===== config.mk =====
export PLATFORM = sky130hd
export DESIGN_NAME = video_channel_mixer_flat
export DESIGN_NICKNAME = d
export VERILOG_FILES = /design/src/rtl/video_channel_mixer_pkg.sv /design/src/rtl/video_channel_mixer_if.sv /design/src/rtl/video_channel_mixer_key_debounce.sv /design/src/rtl/video_channel_mixer.sv /design/src/flat_wrapper.sv
export SDC_FILE = /design/constraint.sdc
export NUM_CORES = 1
export LEC_CHECK = 0
export BUFFER_PORTS_ARGS = -buffer_cell sky130_fd_sc_hd__buf_2
export CORE_ASPECT_RATIO = 1.75
export CORE_MARGIN = 5
export CORE_UTILIZATION = 44
export CTS_BUF_LIST = sky130_fd_sc_hd__clkbuf_4
export CTS_CLUSTER_SIZE = 20
export DETAILED_ROUTE_END_ITERATION = 8
export GPL_TIMING_DRIVEN = 0
export SYNTH_ARGS = -nofsm -noshare
export SYNTH_HDL_FRONTEND = slang
export SYNTH_SLANG_ARGS = --single-unit

===== constraint.sdc =====
create_clock -name iCLK -period 1.75 [get_ports iCLK]
set_input_delay 0.0875 -clock iCLK [delete_from_list [all_inputs] [get_ports iCLK]]
set_output_delay 0.0875 -clock iCLK [all_outputs]
set_load 0.02 [all_outputs]

===== src/rtl/video_channel_mixer_pkg.sv =====
// video_pkg: mode encodings and helpers shared by the channel mixer, its
// interface and the testbench.
//   MODE_W / NUM_MODES : width and count of the channel permutation modes
//   mode_t             : mode value type
//   mode_inc/mode_dec  : step a mode forward/backward, wrapping inside 0..5
package video_pkg;

  localparam int MODE_W    = 3;
  localparam int NUM_MODES = 6;

  typedef logic [MODE_W-1:0] mode_t;

  // Output (R,G,B) taken from input channels:
  localparam mode_t MODE_ID      = 3'd0;  // R,G,B
  localparam mode_t MODE_SWAP_RG = 3'd1;  // G,R,B
  localparam mode_t MODE_SWAP_RB = 3'd2;  // B,G,R
  localparam mode_t MODE_SWAP_GB = 3'd3;  // R,B,G
  localparam mode_t MODE_ROT_L   = 3'd4;  // G,B,R
  localparam mode_t MODE_ROT_R   = 3'd5;  // B,R,G

  function automatic mode_t mode_inc(input mode_t m);
    return (m >= mode_t'(NUM_MODES - 1)) ? MODE_ID : m + mode_t'(1);
  endfunction

  function automatic mode_t mode_dec(input mode_t m);
    return (m == MODE_ID) ? mode_t'(NUM_MODES - 1) : m - mode_t'(1);
  endfunction

endpackage


===== src/rtl/video_channel_mixer_if.sv =====
// Pixel stream bundle for video_channel_mixer.
//   iMask/iVALID/iSOF/iRed/iGreen/iBlue : incoming pixel and qualifiers
//   oRed/oGreen/oBlue/oVALID            : permuted + masked pixel out
//   oMode                               : currently active mode
// master = pixel source / sink side, slave = the mixer.
interface video_channel_mixer_if #(
  parameter int DATA_W = 10
);
  import video_pkg::*;

  logic [2:0]        iMask;
  logic              iVALID;
  logic              iSOF;
  logic [DATA_W-1:0] iRed;
  logic [DATA_W-1:0] iGreen;
  logic [DATA_W-1:0] iBlue;
  logic [DATA_W-1:0] oRed;
  logic [DATA_W-1:0] oGreen;
  logic [DATA_W-1:0] oBlue;
  logic              oVALID;
  mode_t             oMode;

  modport master (
    output iMask, iVALID, iSOF, iRed, iGreen, iBlue,
    input  oRed, oGreen, oBlue, oVALID, oMode
  );

  modport slave (
    input  iMask, iVALID, iSOF, iRed, iGreen, iBlue,
    output oRed, oGreen, oBlue, oVALID, oMode
  );

endinterface


===== src/rtl/video_channel_mixer_key_debounce.sv =====
// key_debounce: 2-flop synchroniser, stability counter and press detect for
// one active-low push-button.
//   iCLK, iRST : clock, synchronous active-high reset
//   iKey       : raw key level (pressed = 0), asynchronous
//   oLevel     : debounced level (1 = released)
//   oPress     : one-cycle pulse when the debounced level falls 1 -> 0
module key_debounce #(
  parameter int DEB_CYC = 50000,
  parameter int DEB_W   = 16
) (
  input  logic iCLK,
  input  logic iRST,
  input  logic iKey,
  output logic oLevel,
  output logic oPress
);

  logic             sync_a;
  logic             sync_b;
  logic             level;
  logic [DEB_W-1:0] cnt;

  // cnt counts consecutive cycles the synchronised key disagrees with the
  // accepted level; any agreement (a bounce back) clears it.
  always_ff @(posedge iCLK) begin
    if (iRST) begin
      sync_a <= 1'b1;
      sync_b <= 1'b1;
      level  <= 1'b1;
      cnt    <= '0;
      oPress <= 1'b0;
    end else begin
      sync_a <= iKey;
      sync_b <= sync_a;
      oPress <= 1'b0;
      if (sync_b == level) begin
        cnt <= '0;
      end else if (cnt == DEB_W'(DEB_CYC - 1)) begin
        cnt    <= '0;
        level  <= sync_b;
        // level is still the old value here: 1 means this is a press
        oPress <= level;
      end else begin
        cnt <= cnt + DEB_W'(1);
      end
    end
  end

  assign oLevel = level;

endmodule


===== src/rtl/video_channel_mixer.sv =====
// video_channel_mixer: two-stage RGB channel permuter with per-channel
// zero mask. Two keys step a pending mode; it becomes active only on a
// valid start-of-frame pixel so a frame is never torn.
//   iCLK, iRST : pixel clock, synchronous active-high reset
//   iButton    : raw keys, active-low; [1] = next mode, [2] = previous mode
//   bus        : pixel stream in/out, active mode (slave modport)
module video_channel_mixer
  import video_pkg::*;
#(
  parameter int DATA_W  = 10,
  parameter int DEB_CYC = 50000,
  parameter int DEB_W   = 16
) (
  input  logic                 iCLK,
  input  logic                 iRST,
  input  logic [2:1]           iButton,
  video_channel_mixer_if.slave bus
);

  logic [2:1]        key_press;
  logic [2:1]        key_level_unused;

  mode_t             pending_mode;
  mode_t             active_mode;
  mode_t             eff_mode;
  logic              sof_take;

  logic              s1_valid;
  logic [2:0]        s1_mask;
  mode_t             s1_mode;
  logic [DATA_W-1:0] s1_r;
  logic [DATA_W-1:0] s1_g;
  logic [DATA_W-1:0] s1_b;

  logic [DATA_W-1:0] perm_r;
  logic [DATA_W-1:0] perm_g;
  logic [DATA_W-1:0] perm_b;

  logic              s2_valid;
  logic [DATA_W-1:0] s2_r;
  logic [DATA_W-1:0] s2_g;
  logic [DATA_W-1:0] s2_b;

  key_debounce #(.DEB_CYC(DEB_CYC), .DEB_W(DEB_W)) u_key_next (
    .iCLK   (iCLK),
    .iRST   (iRST),
    .iKey   (iButton[1]),
    .oLevel (key_level_unused[1]),
    .oPress (key_press[1])
  );

  key_debounce #(.DEB_CYC(DEB_CYC), .DEB_W(DEB_W)) u_key_prev (
    .iCLK   (iCLK),
    .iRST   (iRST),
    .iKey   (iButton[2]),
    .oLevel (key_level_unused[2]),
    .oPress (key_press[2])
  );

  // Simultaneous presses are treated as "back to identity".
  always_ff @(posedge iCLK) begin
    if (iRST) begin
      pending_mode <= MODE_ID;
    end else if (key_press[1] && key_press[2]) begin
      pending_mode <= MODE_ID;
    end else if (key_press[1]) begin
      pending_mode <= mode_inc(pending_mode);
    end else if (key_press[2]) begin
      pending_mode <= mode_dec(pending_mode);
    end
  end

  // The SOF pixel itself already uses the newly loaded mode.
  assign sof_take = bus.iVALID && bus.iSOF;
  assign eff_mode = sof_take ? pending_mode : active_mode;

  always_ff @(posedge iCLK) begin
    if (iRST) begin
      active_mode <= MODE_ID;
    end else if (sof_take) begin
      active_mode <= pending_mode;
    end
  end

  // Stage 1: capture pixel, mask and the mode it must be processed with.
  always_ff @(posedge iCLK) begin
    if (iRST) begin
      s1_valid <= 1'b0;
      s1_mask  <= '0;
      s1_mode  <= MODE_ID;
      s1_r     <= '0;
      s1_g     <= '0;
      s1_b     <= '0;
    end else begin
      s1_valid <= bus.iVALID;
      if (bus.iVALID) begin
        s1_mask <= bus.iMask;
        s1_mode <= eff_mode;
        s1_r    <= bus.iRed;
        s1_g    <= bus.iGreen;
        s1_b    <= bus.iBlue;
      end
    end
  end

  // Unreachable codes 6/7 fall into the identity default.
  always_comb begin
    perm_r = s1_r;
    perm_g = s1_g;
    perm_b = s1_b;
    case (s1_mode)
      MODE_SWAP_RG: begin perm_r = s1_g; perm_g = s1_r; perm_b = s1_b; end
      MODE_SWAP_RB: begin perm_r = s1_b; perm_g = s1_g; perm_b = s1_r; end
      MODE_SWAP_GB: begin perm_r = s1_r; perm_g = s1_b; perm_b = s1_g; end
      MODE_ROT_L:   begin perm_r = s1_g; perm_g = s1_b; perm_b = s1_r; end
      MODE_ROT_R:   begin perm_r = s1_b; perm_g = s1_r; perm_b = s1_g; end
      default:      begin perm_r = s1_r; perm_g = s1_g; perm_b = s1_b; end
    endcase
  end

  // Stage 2: mask acts on output channel positions, after the permutation.
  always_ff @(posedge iCLK) begin
    if (iRST) begin
      s2_valid <= 1'b0;
      s2_r     <= '0;
      s2_g     <= '0;
      s2_b     <= '0;
    end else begin
      s2_valid <= s1_valid;
      if (s1_valid) begin
        s2_r <= s1_mask[0] ? '0 : perm_r;
        s2_g <= s1_mask[1] ? '0 : perm_g;
        s2_b <= s1_mask[2] ? '0 : perm_b;
      end
    end
  end

  assign bus.oRed   = s2_r;
  assign bus.oGreen = s2_g;
  assign bus.oBlue  = s2_b;
  assign bus.oVALID = s2_valid;
  assign bus.oMode  = active_mode;

endmodule


===== src/flat_wrapper.sv =====
// flat-port wrapper written by rule: the top's interface ports become plain ports
module video_channel_mixer_flat import video_pkg::*;
#(
  parameter int DATA_W  = 10,
  parameter int DEB_CYC = 50000,
  parameter int DEB_W   = 16
)
  (iCLK, iRST, iButton, bus_iMask, bus_iVALID, bus_iSOF, bus_iRed, bus_iGreen, bus_iBlue, bus_oRed, bus_oGreen, bus_oBlue, bus_oVALID, bus_oMode);
  video_channel_mixer_if #(.DATA_W(DATA_W)) bus_i ();
  input  logic iCLK;
  input  logic iRST;
  input  logic [2:1] iButton;
  input wire logic [$bits(bus_i.iMask)-1:0] bus_iMask;
  input wire logic [$bits(bus_i.iVALID)-1:0] bus_iVALID;
  input wire logic [$bits(bus_i.iSOF)-1:0] bus_iSOF;
  input wire logic [$bits(bus_i.iRed)-1:0] bus_iRed;
  input wire logic [$bits(bus_i.iGreen)-1:0] bus_iGreen;
  input wire logic [$bits(bus_i.iBlue)-1:0] bus_iBlue;
  output wire logic [$bits(bus_i.oRed)-1:0] bus_oRed;
  output wire logic [$bits(bus_i.oGreen)-1:0] bus_oGreen;
  output wire logic [$bits(bus_i.oBlue)-1:0] bus_oBlue;
  output wire logic [$bits(bus_i.oVALID)-1:0] bus_oVALID;
  output wire logic [$bits(bus_i.oMode)-1:0] bus_oMode;
  assign bus_i.iMask = bus_iMask;
  assign bus_i.iVALID = bus_iVALID;
  assign bus_i.iSOF = bus_iSOF;
  assign bus_i.iRed = bus_iRed;
  assign bus_i.iGreen = bus_iGreen;
  assign bus_i.iBlue = bus_iBlue;
  assign bus_oRed = bus_i.oRed;
  assign bus_oGreen = bus_i.oGreen;
  assign bus_oBlue = bus_i.oBlue;
  assign bus_oVALID = bus_i.oVALID;
  assign bus_oMode = bus_i.oMode;
  video_channel_mixer #(.DATA_W(DATA_W), .DEB_CYC(DEB_CYC), .DEB_W(DEB_W)) u_core (.iCLK(iCLK), .iRST(iRST), .iButton(iButton), .bus(bus_i));
endmodule

Yosys cells after proc, flatten, opt, wreduce, memory -nomap -nowiden
Index checks and enable logic that the tools add are counted.
{ "classes": {"bitwise_logic": 4, "eq_ne": 9, "magnitude_cmp": 1, "n_mux": 11, "reduce_logical": 17, "addsub": 4} }
{ "ops": {"columns": ["operator", "n"], "rows": [
  ["10-bit one-hot mux with 2 select lines", 3],
  ["16-bit by 1-bit adder with 16-bit output (second input constant)", 2],
  ["16-bit equality test (second input constant)", 2],
  ["10-bit 2-to-1 mux", 3],
  ["3-bit 2-to-1 mux", 5],
  ["2-bit OR reduction", 7],
  ["3-bit OR reduction", 4],
  ["3-bit by 2-bit equality test with 1-bit output (second input constant)", 2],
  ["3-bit equality test (second input constant)", 2],
  ["1-bit NOT", 4],
  ["2-bit AND reduction", 2],
  ["3-bit by 1-bit adder with 3-bit output (second input constant)", 1],
  ["3-bit by 1-bit equality test with 1-bit output (second input constant)", 1],
  ["3-bit >= comparator (second input constant)", 1],
  ["3-bit logical NOT", 1],
  ["3-bit by 1-bit subtractor with 3-bit output (second input constant)", 1],
  ["1-bit equality test", 2],
  ["1-bit logical AND", 2],
  ["2-bit nonzero test", 1]
]} }
{ "word_totals": {"inputBits": 39, "output_inout_bits": 34, "register_bits": 114, "elab_cells": 68} }

Depth between registers and ports, before layout
Gate-level depths: netlist of run 1.
{ "logic_depth": {"word_depth": 4, "depth_mapped": 6, "mapped_depth_nobuf": 6} }

Cells and area by module
From an unflattened synthesis of run 1, not the netlist that was laid out.
{ "hier_totals": {"cells_unflattened": 589, "area_unflattened_um2": 5313.8} }
{ "modules_own_cells": {"columns": ["module", "instances", "cells_each", "seq_area_each_um2", "area_each_um2"], "rows": [
  ["video_channel_mixer", 1, 409, 1481.4, 3607.2],
  ["key_debounce", 2, 90, 400.4, 853.3]
]} }

Least setup slack after synthesis of run 1
OpenSTA, ideal clock, no wires.
{ "synth_path": {"path_kind": "register to register", "startpoint": "register u_core.u_key_prev.cnt[2]", "endpoint": "register u_core.u_key_prev.cnt[15]", "stages_incl_launch_ff": 5, "required_ns": 1.680, "path_buffers": 0, "setup_time_ns": 0.070, "synth_period_minus_slack_ns": 1.562, "arrival_time_ns": 1.492, "slack_ns": 0.188, "path_cell_list": "dfxtp_1 nand3_2 or4_4 or3_1 a21oi_1"} }
{ "synth_between": {"elab_chain_len": 2, "word_cells_on_any_way": 3, "cone_classes": "1 x add/sub; 1 x eq/ne; 1 x reduce/logical"} }
{ "synth_rtl": {"columns": ["item", "line", "source"], "rows": [
  ["from (decl)", "video_channel_mixer_key_debounce.sv:21", "logic [DEB_W-1:0] cnt;"],
  ["from (signal assigned)", "video_channel_mixer_key_debounce.sv:44", "cnt <= cnt + DEB_W'(1);"],
  ["branches (longest 2 deep; another with 16-bit by 1-bit adder with 16-bit output)", null, null]
]} }
Several ways; the timed one is not identified.
A chain may end at the register's enable or synchronous reset.

Final worst setup path of run 1
{ "layout_path": {"startpoint": "register u_core.u_key_prev.cnt[0]", "endpoint": "register u_core.u_key_prev.cnt[15]"} }
The elaborated chain is that of the path after synthesis.

==> flow_summary_export.csv, run 1 <==
group,metric,value,unit
run_status,status,"finished, final reports clean",
timing,finalClockSkew,0.0162,ns
routing,drt_iter0_markers,148,
worst_setup_path,critical_path_required,2.22,ns
timing,finalHoldViolCount,0,
global_routing,grt_usage,20.9,%
die,io_pins,73,
clock_network,htree_levels,4,
worst_setup_path,worstPathArrival,2.16,ns
placed_design,dp_hpwl,10.2,mm
min_path,hold_class,"input port to flip-flop",
routing,finalWirelength,14.0,mm
synthesis,yosys_warnings,0,
clock_network,cts_buffer_depth,2,
routing,route.detailed.drc,0,
timing,period_needed,1.69,ns
cells_and_area,nets,738,
min_path,hold_depth,3,
pwr,ir_drop,0.717,mV
cells_and_area,post-route-util,55.9,%
die,die_y,151,microns
worst_setup_path,critPathKind,"flip-flop to flip-flop",
cells_and_area,fin_cells,839,
global_routing,antenna_found_initial,1,
worst_setup_path,ff2ff_setup_slack,0.06,ns
die,start_util,45.1,%
global_routing,first_global_vias,4575,
worst_setup_path,cp-end-kind,"flip-flop",
clock_network,cts.clk_slew.worst_paths,0.10,ns
cells_and_area,drive_above_1_share,19.5,%
clock_network,clock-sinks,114,
clock_network,cts_root_buf,"clkbuf_4",
synthesis,synth_top_area_share,45.4,%
global_routing,overflow,0,
synthesis,yosysMostFrequentCell,"dfxtp_1",
timing,setup_viol,0,
flow_run,cap_viol_max_count,0,
clock_network,cts_tree,"yes",
placed_design,portBuffers,70,
routing,routedWlPerCell,16.6,microns
cells_and_area,syn2layout_area_growth,24.0,%
synthesis,postSynthCellCount,569,
routing,ant_nets,0,
placed_design,gp_congestion,0.884,
synthesis,ys_ff_latch,114,
synthesis,syn_nets,614,
die,die_w,90.8,microns
pwr,p_leak,2.45,nW
worst_setup_path,startpoint_type,"flip-flop",
pwr,power_density,839,mW/mm^2
timing,finalCritPeriodShare,96.5,%
synthesis,synth_top_cell_by_area,"dfxtp_1",
synthesis,synthArstFlopShare,0,%
synthesis,synth_cell_types,49,
die,rows,51,
timing,slew_headroom,37.1,%
global_routing,grt_pass1_wl,22.7,mm
timing,maxSlewViolCount,0,
clock_network,cts_made_buffers,17,
synthesis,seq_area_frac_synth,45.4,%
timing,rsz0062_at_grt,"true",
worst_setup_path,r2r_cells,4,
placed_design,dp_cells,771,
timing,setup_tns,0,ns
timing,max_freq,592,MHz
routing,vias,4576,
die,dieArea,0.0138,sq mm
global_routing,grt_start_max_net_pins,17,
routing,vias_per_cell,5.45,
synthesis,ys_top_cells_by_area,"dfxtp_1 (45%), mux2i_1 (9.5%), nor2_1 (7.4%)",
worst_setup_path,critical_path.max_fanout,5,
synthesis,syn_area,0.00503,sq mm
synthesis,synth_top_flop_cell,"dfxtp_1",
pwr,power,0.00523,W
synthesis,synth_area_per_cell,8.84,sq um
clock_network,clock_latency,0.53,ns
timing,fin_hold_ws,0.271,ns
routing,first_pass_iters,5,
synthesis,synth_commonest_cells,"dfxtp_1 (114), nor2_1 (99), mux2i_1 (48), nand2_1 (48), xnor2_1 (27)",
synthesis,synth-edff-count,0,
die,coreArea,0.0112,sq mm
timing,tightest_slew,0.937,ns
-- report_power, final --
group	internal, W	switching (W)
Clock	0.000872	0.000987
Combinational	0.000264	0.000337
Sequential	0.00268	0.0000892
Total	0.00382	0.00141
-- cells by family (layout without fill, tap and decap cells) --
group	after synthesis	in the layout	synth area share [%]
flops	114	114	45.4
mux	49	49	9.77
xor+xnor	31	31	5.40
buf+inv	46	183	3.61
fa+ha+maj	6	6	1.49
compound gates	96	96	13.2
other cells	0	1	0
simple gates	227	227	21.2
-- flip-flops by register name (all words and copies together), names as in the netlist, 3 cells and up --
signal / cells
u_core.u_key_prev.cnt: 16
u_core.u_key_next.cnt: 16
u_core.bus.oRed: 10
u_core.bus.oBlue: 10
u_core.s1_mode: 3
u_core.s1_r: 10
u_core.s1_b: 10
u_core.s1_g: 10
u_core.bus.oMode: 3
u_core.s1_mask: 3
u_core.bus.oGreen: 10
u_core.pending_mode: 3
-- layer usage --
layer | up-vias | GRT usage, % | wire (microns)
li1 | 2260 | - | -
met4 | 0 | 12.1 | 592
met1 | 2144 | 20.8 | 5020
met5 | - | 0 | 0
met3 | 32 | 5.04 | 711
met2 | 140 | 39.2 | 7640
-- repair_timing --
action | CTS | global route
endpoints found under the setup margin | 40 | 42
setup buffers | 1 | 0
gates resized for setup | 8 | 19
pin swaps | 0 | 0
hold buffers | 38 | 0
hold endpoints to repair | 52 | 0
-- layout by cell type, fill, tap and decap left out, types with 16 or more instances in the layout --
cell and instances:
xnor2_1 27, mux2i_1 48, clkbuf_4 22, buf_2 77, o21ai_0 20, dlygate4sd3_1 38, nand2_1 45, nand3_1 16
dfxtp_1 110, a21oi_1 18, nor2_1 97
-- layout make-up --
type	instances	area (sq um)
fill	1076	4930
multi-input combinational	409	2590
sequential	114	2290
timing repair buffer	109	738
tap	132	165
clock buffer	20	150
buffer	28	134
clock inverter	12	116
inverter	14	52.6
antenna	1	2.50
-- through the flow --
step           worst slack, ns  instance area, sq um
2_1_floorplan            0.188                  5030
3_3_place_gp            -0.246                  5550
3_5_place_dp            -0.256                  5550
4_1_cts                -0.0147                  6220
5_1_grt                -0.0358                  6240
6_report                0.0609                  6240
-- final timing paths --
path                                                             end                           startpoint
worst max-delay path            u_core.u_key_prev.cnt[15]$_SDFF_PP0_  u_core.u_key_prev.cnt[0]$_SDFF_PP0_
worst min-delay path             u_core.u_key_prev.sync_a$_SDFF_PP1_                           iButton[2]
worst max register to register  u_core.u_key_prev.cnt[15]$_SDFF_PP0_  u_core.u_key_prev.cnt[0]$_SDFF_PP0_
worst min register to register   u_core.u_key_prev.sync_b$_SDFF_PP1_  u_core.u_key_prev.sync_a$_SDFF_PP1_
-- worst max-delay path, stage by stage (launching register included) --
cell and delay (ns):
dfxtp_1 0.38, nand2_1 0.16, or4_4 0.58, or3_1 0.37
a21oi_1 0.14
Power figures use the tool's default switching activity.
==> inputs of run 2 (changes only) <==
--- a/config.mk
+++ b/config.mk
@@ -8,7 +8,7 @@
 export BUFFER_PORTS_ARGS = -buffer_cell sky130_fd_sc_hd__buf_2
 export CORE_ASPECT_RATIO = 1.75
 export CORE_MARGIN = 5
-export CORE_UTILIZATION = 44
+export CORE_UTILIZATION = 40
 export CTS_BUF_LIST = sky130_fd_sc_hd__clkbuf_4
 export CTS_CLUSTER_SIZE = 20
 export DETAILED_ROUTE_END_ITERATION = 8
@@ -16,3 +16,4 @@
 export SYNTH_ARGS = -nofsm -noshare
 export SYNTH_HDL_FRONTEND = slang
 export SYNTH_SLANG_ARGS = --single-unit
+export TNS_END_PERCENT = 20
==> run 2 against run 1 <==
  * Global-route usage fell by 1.6 points
  * Sequential power barely moved
  * Non-clock buffer count rose by 3
  * Sequential cell count did not move
  * Largest cell class unchanged
  * Utilization fell by 5.3 points
==> flow_summary_export.csv, run 2 (synthesis results as in run 1) <==
group,metric,value,unit
routing,ant_nets,0,
cells_and_area,final_area,0.00629,sq mm
global_routing,first_global_vias,4468,
global_routing,grt_start_max_net_pins,17,
run_status,status,"finished, final reports clean",
routing,first_pass_iters,5,
timing,setup_tns,0,ns
placed_design,postPlaceCellArea,0.00559,sq mm
global_routing,antenna_found_initial,0,
min_path,min_from,"iButton[2]",
cells_and_area,nFillCells,1201,
pwr,p_leak,2.47,nW
worst_setup_path,critPathKind,"flip-flop to flip-flop",
routing,route.detailed.drc,0,
placed_design,gp_congestion,0.896,
timing,fin_hold_ws,0.305,ns
routing,routedWlPerCell,15.9,microns
clock_network,cts_made_buffers,17,
timing,rsz0062_at_grt,"true",
routing,finalWirelength,13.9,mm
global_routing,overflow,0,
routing,drt_iter0_markers,163,
global_routing,grt_usage,19.3,%
clock_network,cts_tree,"yes",
min_path,hold_class,"input port to flip-flop",
global_routing,grt_pass1_wl,22.3,mm
placed_design,portBuffers,70,
cells_and_area,final_common_cell,"dfxtp_1",
pwr,power_density,817,mW/mm^2
routing,vias,4552,
timing,finalHoldViolCount,0,
clock_network,clock_latency,0.50,ns
clock_network,htree_levels,4,
cells_and_area,drive_above_1_share,20.1,%
worst_setup_path,ff2ff_setup_slack,0.07,ns
worst_setup_path,critical_path.max_fanout,10,
cells_and_area,syn2layout_area_growth,25.1,%
flow_run,cap_viol_max_count,0,
die,die_w,94.8,microns
worst_setup_path,worstPathArrival,2.06,ns
timing,setup_viol,0,
cells_and_area,nets,741,
cells_and_area,post-route-util,50.6,%
worst_setup_path,rr_endpoint,"u_core.bus.oRed[4]$_SDFFE_PP0P_",
clock_network,clock-sinks,114,
die,start_util,40.5,%
min_path,hold-path-endpoint,"u_core.u_key_prev.sync_a$_SDFF_PP1_",
worst_setup_path,r2r_cells,5,
routing,vias_per_cell,5.20,
timing,tightest_slew,0.971,ns
clock_network,cts_buffer_depth,2,
cells_and_area,num_antenna_cells,0,
timing,finalClockSkew,0.0118,ns
pwr,ir_drop,0.450,mV
clock_network,cts.clk_slew.worst_paths,0.09,ns
worst_setup_path,critical_path_required,2.13,ns
timing,maxSlewViolCount,0,
die,die_y,158,microns
timing,max_freq,596,MHz
die,coreArea,0.0124,sq mm
die,dieArea,0.0150,sq mm
worst_setup_path,timing.rr.start,"u_core.s1_mode[2]$_SDFFE_PP0P_",
cells_and_area,final_cell_mix,"dfxtp_1 (105), nor2_1 (97), buf_2 (75)",
timing,period_needed,1.68,ns
cells_and_area,largestRegisters,"u_core.u_key_next.cnt (16), u_core.u_key_prev.cnt (16)",
worst_setup_path,startpoint_type,"flip-flop",
timing,slew_headroom,34.8,%
timing,finalCritPeriodShare,95.9,%
clock_network,cts_root_buf,"clkbuf_4",
die,io_pins,73,
min_path,hold_depth,3,
placed_design,dp_hpwl,10.2,mm
die,rows,54,
worst_setup_path,cp-end-kind,"flip-flop",
-- run 2: cell count changes in the layout (fill, tap and decap cells not counted), sizes merged --
cell | previous run | this run
clkbuf | 37 | 41
clkinvlp | 3 | 0
buf | 82 | 81
diode | 1 | 0
clkinv | 7 | 8
-- run 2: worst max-delay path by stage --
stage                                   startpoint                                   end  slack [ns]  cells past startpoint
2_1_floorplan  u_core.u_key_prev.cnt[2]$_SDFF_PP0_  u_core.u_key_prev.cnt[15]$_SDFF_PP0_        0.19                      4
3_3_place_gp        u_core.s1_mode[1]$_SDFFE_PP0P_       u_core.bus.oRed[2]$_SDFFE_PP0P_       -0.27                      5
3_5_place_dp        u_core.s1_mode[1]$_SDFFE_PP0P_       u_core.bus.oRed[3]$_SDFFE_PP0P_       -0.33                      5
4_1_cts        u_core.u_key_prev.cnt[2]$_SDFF_PP0_  u_core.u_key_prev.cnt[15]$_SDFF_PP0_        0.02                      4
5_1_grt        u_core.pending_mode[1]$_SDFFE_PP0P_   u_core.pending_mode[2]$_SDFFE_PP0P_       -0.04                      6
6_report            u_core.s1_mode[2]$_SDFFE_PP0P_       u_core.bus.oRed[4]$_SDFFE_PP0P_        0.07                      5
-- run 2: timing repair --
action,4_1_cts,5_1_grt
gates resized for setup,10,23
hold buffers,38,0
setup buffers,1,1
pin swaps,0,2
hold endpoints to repair,52,0
setup endpoints to repair,37,41
-- run 2: area by class of cell --
type                    instances  area [sq um]  share of cell area (%)
plain buffers                  30           141                    2.25
clock buffers                  20           150                    2.39
inverters                      14          52.6                   0.835
multi-input cells             409          2610                    41.4
clock inverters                10          93.8                    1.49
flip-flops and latches        114          2290                    36.4
repair buffers                110           746                    11.8
well taps                     168           210                    3.34
-- run 2: power breakdown --
part / total (W) / internal, W / leakage [nW] / switching, W
Combinational: 0.000607 / 0.000266 / 1.40 / 0.000341
Sequential: 0.00277 / 0.00268 / 0.934 / 0.0000864
Clock: 0.00177 / 0.000849 / 0.140 / 0.000917
Total: 0.00514 / 0.00380 / 2.47 / 0.00134
-- run 2: layer usage --
| layer | up-vias | wire, microns | GRT usage [%] |
|---|---|---|---|
| li1 | 2259 | - | - |
| met1 | 2134 | 5240 | 19.9 |
| met2 | 127 | 7650 | 36.8 |
| met3 | 32 | 604 | 3.78 |
| met4 | 0 | 424 | 8.60 |
| met5 | - | 0 | 0 |
-- run 2: through the flow --
| step | instances | power (W) | setup slack [ns] |
|---|---|---|---|
| floorplan | 569 | 0.00315 | 0.188 |
| global placement | 807 | 0.00335 | -0.269 |
| detailed placement | 807 | 0.00336 | -0.332 |
| CTS | 876 | 0.00520 | 0.0153 |
| global route | 875 | 0.00541 | -0.0385 |
| finish | 875 | 0.00514 | 0.0725 |
-- run 2: worst max-delay path, stage by stage (launching register included) --
cell and delay [ns]:
dfxtp_1 0.39, or2_2 0.15, clkbuf_1 0.35, mux2_2 0.39, a32oi_1 0.20, o41ai_1 0.09
